**src/rtl/decoder_scan_pkg.sv**
```systemverilog
// Shared types and defaults for the decoder_scan slice: FSM state encoding and
// the default select width / dwell length.
package decoder_scan_pkg;

  localparam int unsigned SEL_W_DEF = 2;
  localparam int unsigned DWELL_DEF = 4;

  typedef enum logic [1:0] {
    OFF    = 2'd0,
    DIRECT = 2'd1,
    SCAN   = 2'd2
  } state_t;

endpackage

```
**src/rtl/decoder_scan_timer.sv**
```systemverilog
// scan_timer: dwell counter for decoder_scan. Counts 0..DWELL-1 while run is
// high and emits a one-cycle step pulse at the terminal count.
module scan_timer
  import decoder_scan_pkg::*;
#(
  parameter int unsigned DWELL = DWELL_DEF
) (
  input  logic clk,
  input  logic rst_n,
  input  logic clr,
  input  logic run,
  output logic step
);

  localparam int unsigned   CW   = (DWELL > 1) ? $clog2(DWELL) : 1;
  localparam logic [CW-1:0] LAST = CW'(DWELL - 1);
  localparam logic [CW-1:0] ONE  = CW'(1);

  logic [CW-1:0] r_cnt;
  logic          w_term;

  assign w_term = (r_cnt == LAST);
  assign step   = run && !clr && w_term;

  always_ff @(posedge clk or negedge rst_n) begin
    if (!rst_n) begin
      r_cnt <= '0;
    end else if (clr) begin
      r_cnt <= '0;
    end else if (run) begin
      r_cnt <= w_term ? '0 : r_cnt + ONE;
    end
  end

endmodule

```
**src/rtl/decoder_scan.sv**
```systemverilog
// decoder_scan: registered MSB-first one-hot decoder with direct and auto-scan
// modes. Optional reverse scanning (dir port) is enabled by DECODER_SCAN_REVERSE_EN.
module decoder_scan
  import decoder_scan_pkg::*;
#(
  parameter  int unsigned SEL_W = SEL_W_DEF,
  parameter  int unsigned DWELL = DWELL_DEF,
  localparam int unsigned OUT_W = 2 ** SEL_W
) (
  input  logic             clk,
  input  logic             rst_n,
  input  logic             dis,
  input  logic             mode,
  input  logic [SEL_W-1:0] sel,
`ifdef DECODER_SCAN_REVERSE_EN
  input  logic             dir,
`endif
  output logic [OUT_W-1:0] out,
  output logic [SEL_W-1:0] idx,
  output logic             wrap
);

  localparam logic [SEL_W-1:0] ONE        = SEL_W'(1);
  localparam logic [OUT_W-1:0] ONEHOT_MSB = {1'b1, {(OUT_W-1){1'b0}}};

  state_t           r_state;
  state_t           w_state_d;
  logic [SEL_W-1:0] r_idx;
  logic [SEL_W-1:0] w_idx_d;
  logic [SEL_W-1:0] w_idx_step;
  logic [OUT_W-1:0] r_out;
  logic [OUT_W-1:0] w_out_d;
  logic             r_wrap;
  logic             w_wrap_d;
  logic             w_wrap_step;
  logic             w_clr;
  logic             w_run;
  logic             w_step;
  logic             w_dir;

`ifdef DECODER_SCAN_REVERSE_EN
  assign w_dir = dir;
`else
  assign w_dir = 1'b0;
`endif

  // Counter is cleared on scan entry and only runs while staying in SCAN,
  // so dis and mode changes both pre-empt a pending advance.
  assign w_clr = !dis && mode && (r_state != SCAN);
  assign w_run = !dis && mode && (r_state == SCAN);

  scan_timer #(
    .DWELL(DWELL)
  ) u_timer (
    .clk  (clk),
    .rst_n(rst_n),
    .clr  (w_clr),
    .run  (w_run),
    .step (w_step)
  );

  always_ff @(posedge clk or negedge rst_n) begin
    if (!rst_n) begin
      r_state <= OFF;
    end else begin
      r_state <= w_state_d;
    end
  end

  always_comb begin
    w_state_d = r_state;
    if (dis) begin
      w_state_d = OFF;
    end else if (mode) begin
      w_state_d = SCAN;
    end else begin
      w_state_d = DIRECT;
    end
  end

  always_comb begin
    w_idx_step  = r_idx + ONE;
    w_wrap_step = &r_idx;
    if (w_dir) begin
      w_idx_step  = r_idx - ONE;
      w_wrap_step = ~|r_idx;
    end
  end

  always_comb begin
    w_idx_d  = r_idx;
    w_wrap_d = 1'b0;
    case (w_state_d)
      OFF:    w_idx_d = r_idx;
      DIRECT: w_idx_d = sel;
      SCAN: begin
        if (r_state != SCAN) begin
          w_idx_d = sel;
        end else if (w_step) begin
          w_idx_d  = w_idx_step;
          w_wrap_d = w_wrap_step;
        end
      end
      default: w_idx_d = r_idx;
    endcase
  end

  always_comb begin
    w_out_d = '0;
    if (w_state_d != OFF) begin
      w_out_d = ONEHOT_MSB >> w_idx_d;
    end
  end

  always_ff @(posedge clk or negedge rst_n) begin
    if (!rst_n) begin
      r_idx  <= '0;
      r_out  <= '0;
      r_wrap <= 1'b0;
    end else begin
      r_idx  <= w_idx_d;
      r_out  <= w_out_d;
      r_wrap <= w_wrap_d;
    end
  end

  assign out  = r_out;
  assign idx  = r_idx;
  assign wrap = r_wrap;

endmodule

```
**config.mk**
```make
export PLATFORM = sky130hd
export DESIGN_NAME = decoder_scan
export DESIGN_NICKNAME = d
export VERILOG_FILES = /design/src/rtl/decoder_scan_pkg.sv /design/src/rtl/decoder_scan_timer.sv /design/src/rtl/decoder_scan.sv
export SDC_FILE = /design/constraint.sdc
export NUM_CORES = 1
export LEC_CHECK = 0
export ABC_AREA = 1
export CAP_MARGIN = 0
export CELL_PAD_IN_SITES_DETAIL_PLACEMENT = 1
export CELL_PAD_IN_SITES_GLOBAL_PLACEMENT = 1
export CORE_UTILIZATION = 36
export CTS_BUF_LIST = sky130_fd_sc_hd__clkbuf_4 sky130_fd_sc_hd__clkbuf_8 sky130_fd_sc_hd__clkbuf_16
export DETAILED_ROUTE_END_ITERATION = 16
export PLACE_DENSITY = 0.87
export SLEW_MARGIN = 40
export SYNTH_ARGS = -nofsm -noshare
export SYNTH_HDL_FRONTEND = slang
export SYNTH_SLANG_ARGS = --single-unit
```
**constraint.sdc**
```tcl
create_clock -name clk -period 2.5 [get_ports clk]
set_clock_uncertainty 0.1 [all_clocks]
set_input_delay 0.5 -clock clk [delete_from_list [all_inputs] [get_ports clk]]
set_output_delay 0.5 -clock clk [all_outputs]
set_load 0.01 [all_outputs]
```
== Word-level counts from Yosys, hierarchy flattened ==
Index checks and enable logic that the tools add are counted.

* Reductions and logical operators: 10
* Add/sub/neg operators: 2
* Eq/ne operators: 5
* Shift-type cells: 1
* Muxes and demuxes: 12

{| class="wikitable"
|+ Operators by type and width
! operator !! number
|-
| two-way mux 2 bit || 7
|-
| equality test 2 bit, second input constant || 3
|-
| logical AND 1 bit || 5
|-
| adder 2 x 1 -> 2 bit, second input constant || 2
|-
| two-way mux 4 bit || 1
|-
| case mux 2 bit (2 select lines) || 1
|-
| nonzero test 2 bit || 2
|-
| right shift 4 x 2 -> 4 bit, first input constant || 1
|-
| two-way mux 1 bit || 3
|-
| equality test 2 x 1 -> 1 bit, second input constant || 1
|-
| zero test 1 bit || 2
|-
| inequality test 2 bit, second input constant || 1
|-
| AND reduction 2 bit || 1
|}

* Output and inout port bits: 7
* Bits in registers: 11
* Logic and storage cells: 35
* Input port bits: 6

== Longest topological paths before layout ==
Gate-level depths: netlist of the first run.

* Word-level depth: 11
* Gate-level depth with buffers: 9
* Depth with buffers taken out: 9

== Hierarchy ==
Synthesis of the first run repeated with hierarchy kept, for this count alone.

* Cell total of the unflattened synthesis: 66
* Area total of the unflattened synthesis: 535.5 sq um

{| class="wikitable"
|+ By module, submodules not included
! module !! area each (sq um) !! cells an instance !! times used !! sequential area each (sq um)
|-
| decoder_scan || 425.4 || 52 || 1 || 225.2
|-
| scan_timer || 110.1 || 14 || 1 || 50.0
|}

== Worst setup path after synthesis of the first run ==
Ideal clock, no wire load.

* Path type: reg-to-reg
* Start point: reg r_idx[0] (netlist: idx[0])
* End point: reg r_out[1] (netlist: out[1])
* Clock period less this slack: 1.358 ns
* Setup time: 0.113 ns
* Slack: 1.142 ns
* Data arrival time: 1.144 ns
* Stages on the path, launching flop included: 10
* Data required time: 2.287 ns
* Path buffers: 0
* Path through: dfrtp_1 > ha_1 > inv_1 > nand2_1 > o21ai_0 > nand2_2 > nand3_2 > inv_2 > nand2_1 > nor2_1

* Word-level cells in the longest chain between the ends: 6

{| class="wikitable"
|+ Ends and longest elaborated chain
! item !! RTL line !! text
|-
| from (decl) || decoder_scan.sv:28 || <nowiki>logic [SEL_W-1:0] r_idx;</nowiki>
|-
| from (signal assigned) || decoder_scan.sv:121 || <nowiki>r_idx <= w_idx_d;</nowiki>
|-
| adder 2 x 1 -> 2 bit || decoder_scan.sv:82 || <nowiki>w_idx_step = r_idx + ONE;</nowiki>
|-
| two-way mux 2 bit || decoder_scan.sv:99 || <nowiki>end else if (w_step) begin</nowiki>
|-
| two-way mux 2 bit || decoder_scan.sv:97 || <nowiki>if (r_state != SCAN) begin</nowiki>
|-
| case mux 2 bit (2 select lines) || decoder_scan.sv:93 || <nowiki>case (w_state_d)</nowiki>
|-
| via w_idx_d[1] || decoder_scan.sv:29 || <nowiki>logic [SEL_W-1:0] w_idx_d;</nowiki>
|-
| right shift 4 x 2 -> 4 bit || decoder_scan.sv:111 || <nowiki>w_out_d = ONEHOT_MSB >> w_idx_d;</nowiki>
|-
| two-way mux 4 bit || decoder_scan.sv:110 || <nowiki>if (w_state_d != OFF) begin</nowiki>
|-
| via w_out_d[1] || decoder_scan.sv:32 || <nowiki>logic [OUT_W-1:0] w_out_d;</nowiki>
|-
| to (signal assigned) || decoder_scan.sv:122 || <nowiki>r_out <= w_out_d;</nowiki>
|-
| to (decl) || decoder_scan.sv:31 || <nowiki>logic [OUT_W-1:0] r_out;</nowiki>
|}

The timed path passes the listed nets, and every way through them passes these cells.
A chain may end at the register's enable or synchronous reset.

== Worst setup path after layout of the first run ==
* Start point: reg r_idx[0] (netlist: idx[0])
* End point: out idx[0]

{| class="wikitable"
|+ RTL lines
! item !! RTL line !! text
|-
| to (decl) || decoder_scan.sv:19 || <nowiki>output logic [SEL_W-1:0] idx,</nowiki>
|}

No word-level cell between the ends.

==> flow_summary.yaml, run 1 <==
status:
  status: "finished, final reports clean"
synth:
  synth_top_family_by_area: "simple AND/OR/NAND/NOR gates"
  synth_edf_count: 0
  yosys_warnings: 0
  synth_seq_area_share_pct: 53.1
  avgSynthCellArea_sq_um: 9.59
  synth-simple-area-share_pct: 30.4
  synth_cell_types: 17
  netlist_top_cells_area: "dfrtp_1, nand2_1, inv_1"
  syn_area_sq_um: 518
  yosys.area_share.adder_pct: 4.83
  synth_top_area_cell: "dfrtp_1"
  netlist_instances: 54
  synth_top_area_share_pct: 53.1
  netlist_top_cells_count: "nand2_1, dfrtp_1, inv_1"
  synth_seq_cells: 11
  muxShareOfSynthArea_pct: 0
  synth-main-ff-cell: "dfrtp_1"
  synth_xor_area_share_pct: 0
  synth_compound_area_share_pct: 4.35
  yosysMostFrequentCell: "nand2_1"
  ys_async_sr_fraction_pct: 100
  synth_nets: 62
power_and_ir_drop:
  p_sw_share_pct: 26.1
  switchingPower_mw: 0.104
  intPower_mw: 0.296
  pwr_density_cell_mw_per_mm2: 583
  pwr-share-seq_pct: 49.2
  combPwrFrac_pct: 18.1
  p_leak_nw: 0.340
  peakVddDrop_mv: 0.393
  p_clk_share_pct: 32.7
finish:
  nFillCells: 154
  drive_gt1_share_pct: 24.3
  n_antenna_cell: 0
  regArea_sq_um: 275
  fin_nets: 79
  area_growth_pct: 32.6
  fin_area_sq_um: 687
  multiInputGateArea_sq_um: 205
job:
  drv_cap: 0
worst_setup_path:
  crit_chain: "clkdlybuf4s50_1"
  cp_top_family: "buffers and inverters"
  r2r-start: "u_timer.r_cnt[0]$_DFFE_PN0P_"
  path_buf_inv: 1
  criticalPathCategory: "register to output pin"
  cp.depth: 1
  ff2ff_setup_slack_ns: 1.06
  crit_start: "idx[0]$_DFF_PN0_"
  required_ns: 1.90
  critPathLaunchType: "register"
  crit_path_end_kind: "output pin"
  crit_arrival_ns: 1.25
  crit_fanout: 4
  slowest_stage: "clkdlybuf4s50_1"
  endpoint: "idx[0]"
  cpPeakStageDelay_ns: 0.58
  worstReg2RegEnd: "out[1]$_DFF_PN0_"
  r2r_cells: 7
sta:
  fin_crit_ns: 1.85
  post-route-period-util_pct: 73.8
  rsz0062_at_grt: "no"
  setup-violations-final: 0
  hold_viol: 0
  timing.fmax_ghz: 0.542
  tightestPinTransition_ns: 0.501
  tns_ns: 0
  slew_viol_final: 0
  relSlewSlack_pct: 66.5
  whs_ns: 0.415
route:
  routed_via_density: 4.64
  drc: 0
  dr.first_iter.drc_count: 2
  firstDrtPassIters: 2
  routedWlPerCell_microns: 12.7
  vias: 394
  wirelength_mm: 1.08
  ant_nets: 0
clocking:
  cts.sinks: 11
  post_cts_buffers: 0
  root_buffer: "clkbuf_4"
  cts_tree: "built"
  cts_hold_buf: 0
  cts.path.max_buffers: 2
  clk_pin_slew_ns: 0.07
  cts_resized: 0
  htreeDepth: 1
  clk-insertion-delay-late_ns: 0.26
  cts-buffers-inserted: 3
global_routing:
  track_usage_pct: 16.3
  grt_antenna_before_repair: 0
  overflow: 0
  grt_pass1_wl_mm: 1.68
  grt_max_degree: 12
  grt_pass1_vias: 412
die:
  die_w_microns: 39.9
  rows: 13
  fp.dieArea_sq_mm: 0.00159
  ios: 13
  initial_core_util_pct: 39.3
  core_area_sq_mm: 0.00132
  die_y_microns: 39.9
min_path:
  holdPathStages: 1
  worst_hold_startpoint: "u_timer.r_cnt[0]$_DFFE_PN0P_"
  hold_class: "register to register"
placement:
  hpwl_microns: 828
  dpl_cell_area_sq_um: 657
  port_buffers: 12
  gp_congestion: 0.716
## layout make-up
type	count	share of cell area, %
Sequential cell	11	40.1
Multi-Input combinational cell	33	29.9
Timing Repair Buffer	12	17.5
Inverter	10	5.46
Clock buffer	4	4.37
Tap cell	15	2.73
## sequential cells by signal, summed over array words and instances, names as in the netlist
register       cells
out                4
idx                2
wrap               1
u_timer.r_cnt      2
r_state            2
## cell families (layout without fill, tap and decap cells)
| group | after synthesis | after routing |
|---|---|---|
| adder cells (fa/ha/maj) | 2 | 2 |
| buffers and inverters | 10 | 26 |
| flip-flops | 11 | 11 |
| AO/OA/AOI/OAI | 3 | 3 |
| AND/OR/NAND/NOR | 28 | 28 |
## metal layers
metal	vias up	routed length, microns	global-route usage, %
li1	196	-	-
met3	0	46	5.56
met4	0	0	2.59
met5	-	0	0
met1	191	472	17.1
met2	7	562	31.0
## worst min path at each step
stage,end,slack [ns]
floorplan,idx[0]$_DFF_PN0_,0.10
global placement,u_timer.r_cnt[0]$_DFFE_PN0P_,0.38
detailed placement,u_timer.r_cnt[0]$_DFFE_PN0P_,0.41
CTS,u_timer.r_cnt[0]$_DFFE_PN0P_,0.42
global route,u_timer.r_cnt[0]$_DFFE_PN0P_,0.45
finish,u_timer.r_cnt[0]$_DFFE_PN0P_,0.42
## power by group through the flow
stage               registers (mW)  clock network, mW  logic, mW
detailed placement           0.201                  0     0.0728
CTS                          0.197              0.135     0.0733
finish                       0.197              0.131     0.0723
floorplan                    0.203                  0     0.0333
global placement             0.200                  0     0.0703
global route                 0.198              0.143     0.0822
## metrics by stage
| step | setup WS [ns] | cells | utilization [%] | total power [mW] |
|---|---|---|---|---|
| finish | 0.655 | 85 | 52.1 | 0.400 |
| global route | 0.613 | 85 | 52.1 | 0.423 |
| CTS | 0.657 | 85 | 52.1 | 0.406 |
| detailed placement | 0.531 | 81 | 49.9 | 0.273 |
| global placement | 0.554 | 81 | 49.9 | 0.270 |
| floorplan | 1.14 | 54 | - | 0.236 |
## cells in the final DEF, fill, tap and decap left out
cell and n:
nand2_4 2, nor2_1 5, nand2_2 2, nand3_1 1, inv_2 3, nor2_4 1, a22o_2 1, nor3_2 1
o21ai_0 1, dfrtp_1 11, clkbuf_4 4, o31ai_1 1, nor2_2 1, nand2_1 12, clkdlybuf4s50_1 12, inv_1 7
or2_0 1, ha_1 2, nand3_2 2
(Power assumes the default switching activity.)
==> run 2, diff against run 1 <==
--- a/config.mk
+++ b/config.mk
@@ -9,10 +9,10 @@
 export CAP_MARGIN = 0
 export CELL_PAD_IN_SITES_DETAIL_PLACEMENT = 1
 export CELL_PAD_IN_SITES_GLOBAL_PLACEMENT = 1
-export CORE_UTILIZATION = 36
+export CORE_UTILIZATION = 34
 export CTS_BUF_LIST = sky130_fd_sc_hd__clkbuf_4 sky130_fd_sc_hd__clkbuf_8 sky130_fd_sc_hd__clkbuf_16
 export DETAILED_ROUTE_END_ITERATION = 16
-export PLACE_DENSITY = 0.87
+export PLACE_DENSITY = 0.83
 export SLEW_MARGIN = 40
 export SYNTH_ARGS = -nofsm -noshare
 export SYNTH_HDL_FRONTEND = slang
==> constraint.sdc (replaced) <==
create_clock -name clk -period 1.7 [get_ports clk]
set_clock_uncertainty 0.1 [all_clocks]
set_input_delay 0.34 -clock clk [delete_from_list [all_inputs] [get_ports clk]]
set_output_delay 0.34 -clock clk [all_outputs]
set_load 0.01 [all_outputs]
==> flow_summary.yaml, run 2 (synthesis gave the netlist of run 1 again) <==
status:
  status: "finished, final reports clean"
global_routing:
  overflow: 0
  grt_max_degree: 12
  grt_pass1_vias: 358
  grt_antenna_before_repair: 0
  track_usage_pct: 15.1
  grt_pass1_wl_mm: 1.49
finish:
  drive_gt1_share_pct: 28.4
  fin_area_sq_um: 717
  largest_reg_flops: 4
  final_cell_mix: "nand2_1, clkdlybuf4s50_1, dfrtp_1"
  area_growth_pct: 38.4
  stdcell_count: 89
  n_antenna_cell: 0
  fin_nets: 83
power_and_ir_drop:
  pwr_density_cell_mw_per_mm2: 833
  power.total_mw: 0.597
  peakVddDrop_mv: 0.422
  p_leak_nw: 0.359
worst_setup_path:
  critPathLaunchType: "register"
  r2r-start: "idx[1]$_DFF_PN0_"
  criticalPathCategory: "register to output pin"
  required_ns: 1.26
  crit_start: "idx[1]$_DFF_PN0_"
  crit_arrival_ns: 1.19
  path_buf_inv: 1
  crit_path_end_kind: "output pin"
  crit_chain: "clkdlybuf4s50_1"
  slowest_stage: "clkdlybuf4s50_1"
  cp_top_family: "buffers and inverters"
  crit_fanout: 3
  cpPeakStageDelay_ns: 0.55
job:
  drv_cap: 0
die:
  die_w_microns: 41.0
  die_y_microns: 41.0
  rows: 13
  fp.dieArea_sq_mm: 0.00168
  initial_core_util_pct: 37.9
  core_area_sq_mm: 0.00137
  ios: 13
sta:
  relSlewSlack_pct: 67.5
  timing.fmax_ghz: 0.614
  post-route-period-util_pct: 95.8
  tightestPinTransition_ns: 0.486
  tns_ns: 0
  rsz0062_at_grt: "no"
  hold_viol: 0
  fin_crit_ns: 1.63
  setup-violations-final: 0
  worst_slack_ns: 0.0721
  slew_viol_final: 0
route:
  vias: 404
  routed_via_density: 4.54
  wirelength_mm: 1.00
  ant_nets: 0
  drc: 0
  firstDrtPassIters: 2
  dr.first_iter.drc_count: 1
  routedWlPerCell_microns: 11.3
placement:
  gp_congestion: 0.747
  hpwl_microns: 785
  dpl_cell_area_sq_um: 664
  port_buffers: 12
  dp_slack_ns: 0.0170
  dp.cells: 82
clocking:
  post_cts_buffers: 0
  cts_resized: 0
  cts_hold_buf: 0
  htreeDepth: 1
  cts.sinks: 11
  root_buffer: "clkbuf_4"
  clk_pin_slew_ns: 0.07
  cts.path.max_buffers: 2
  cts_tree: "built"
  clk-insertion-delay-late_ns: 0.27
  cts-buffers-inserted: 3
min_path:
  hold_class: "input pin to async pin"
## run 2: cell count changes in the layout (fill, tap and decap cells not counted), sizes merged
| cell | before | now |
|---|---|---|
| buf | 0 | 4 |
## run 2: report_power, final
group          total, mW  switching, mW  leakage (nW)  internal (mW)
sequential         0.288        0.00955         0.143          0.279
clock              0.191         0.0836        0.0184          0.107
combinational      0.118         0.0578         0.198         0.0607
total              0.597          0.151         0.359          0.446
## run 2: layout make-up
cell class	count	area (sq um)
timing repair buffer	16	150
multi-input combinational	33	205
clock buffer	4	30.0
tap	15	18.8
sequential	11	275
inverter	10	37.5
fill	166	649
## run 2: path summary, 6_finish.rpt
path / depth (start not counted) / end / slack [ns]
setup / recovery: 1 / idx[1] / 0.07
hold reg to reg: 1 / u_timer.r_cnt[0]$_DFFE_PN0P_ / 0.39
setup reg to reg: 10 / out[1]$_DFF_PN0_ / 0.18
min in group clk: 1 / u_timer.r_cnt[0]$_DFFE_PN0P_ / 0.39
max in group asynchronous: 1 / idx[0]$_DFF_PN0_ / 0.87
hold / removal: 1 / u_timer.r_cnt[0]$_DFFE_PN0P_ / 0.30
## run 2: metal layers
layer  up-vias  GRT usage, %  routed length (microns)
met2        10          24.2                      504
met3         4          9.78                       53
met4         0          7.50                       14
met5         -             0                        0
met1       186          14.8                      429
li1        204             -                        -
## run 2: per-stage QoR
stage,utilization [%],hold slack (ns)
2_1_floorplan,-,-0.0556
6_report,52.5,0.295
3_3_place_gp,48.6,0.376
5_1_grt,52.5,0.338
4_1_cts,50.8,0.308
3_5_place_dp,48.6,0.388
## run 2: worst reg2reg max path, delay by kind of cell (launching register included)
family                   cells  cell delay, ns
adder cells (fa/ha/maj)      1            0.27
buffers and inverters        3            0.24
flip-flops                   1            0.40
AND/OR/NAND/NOR              5            0.32
AO/OA/AOI/OAI                1            0.10
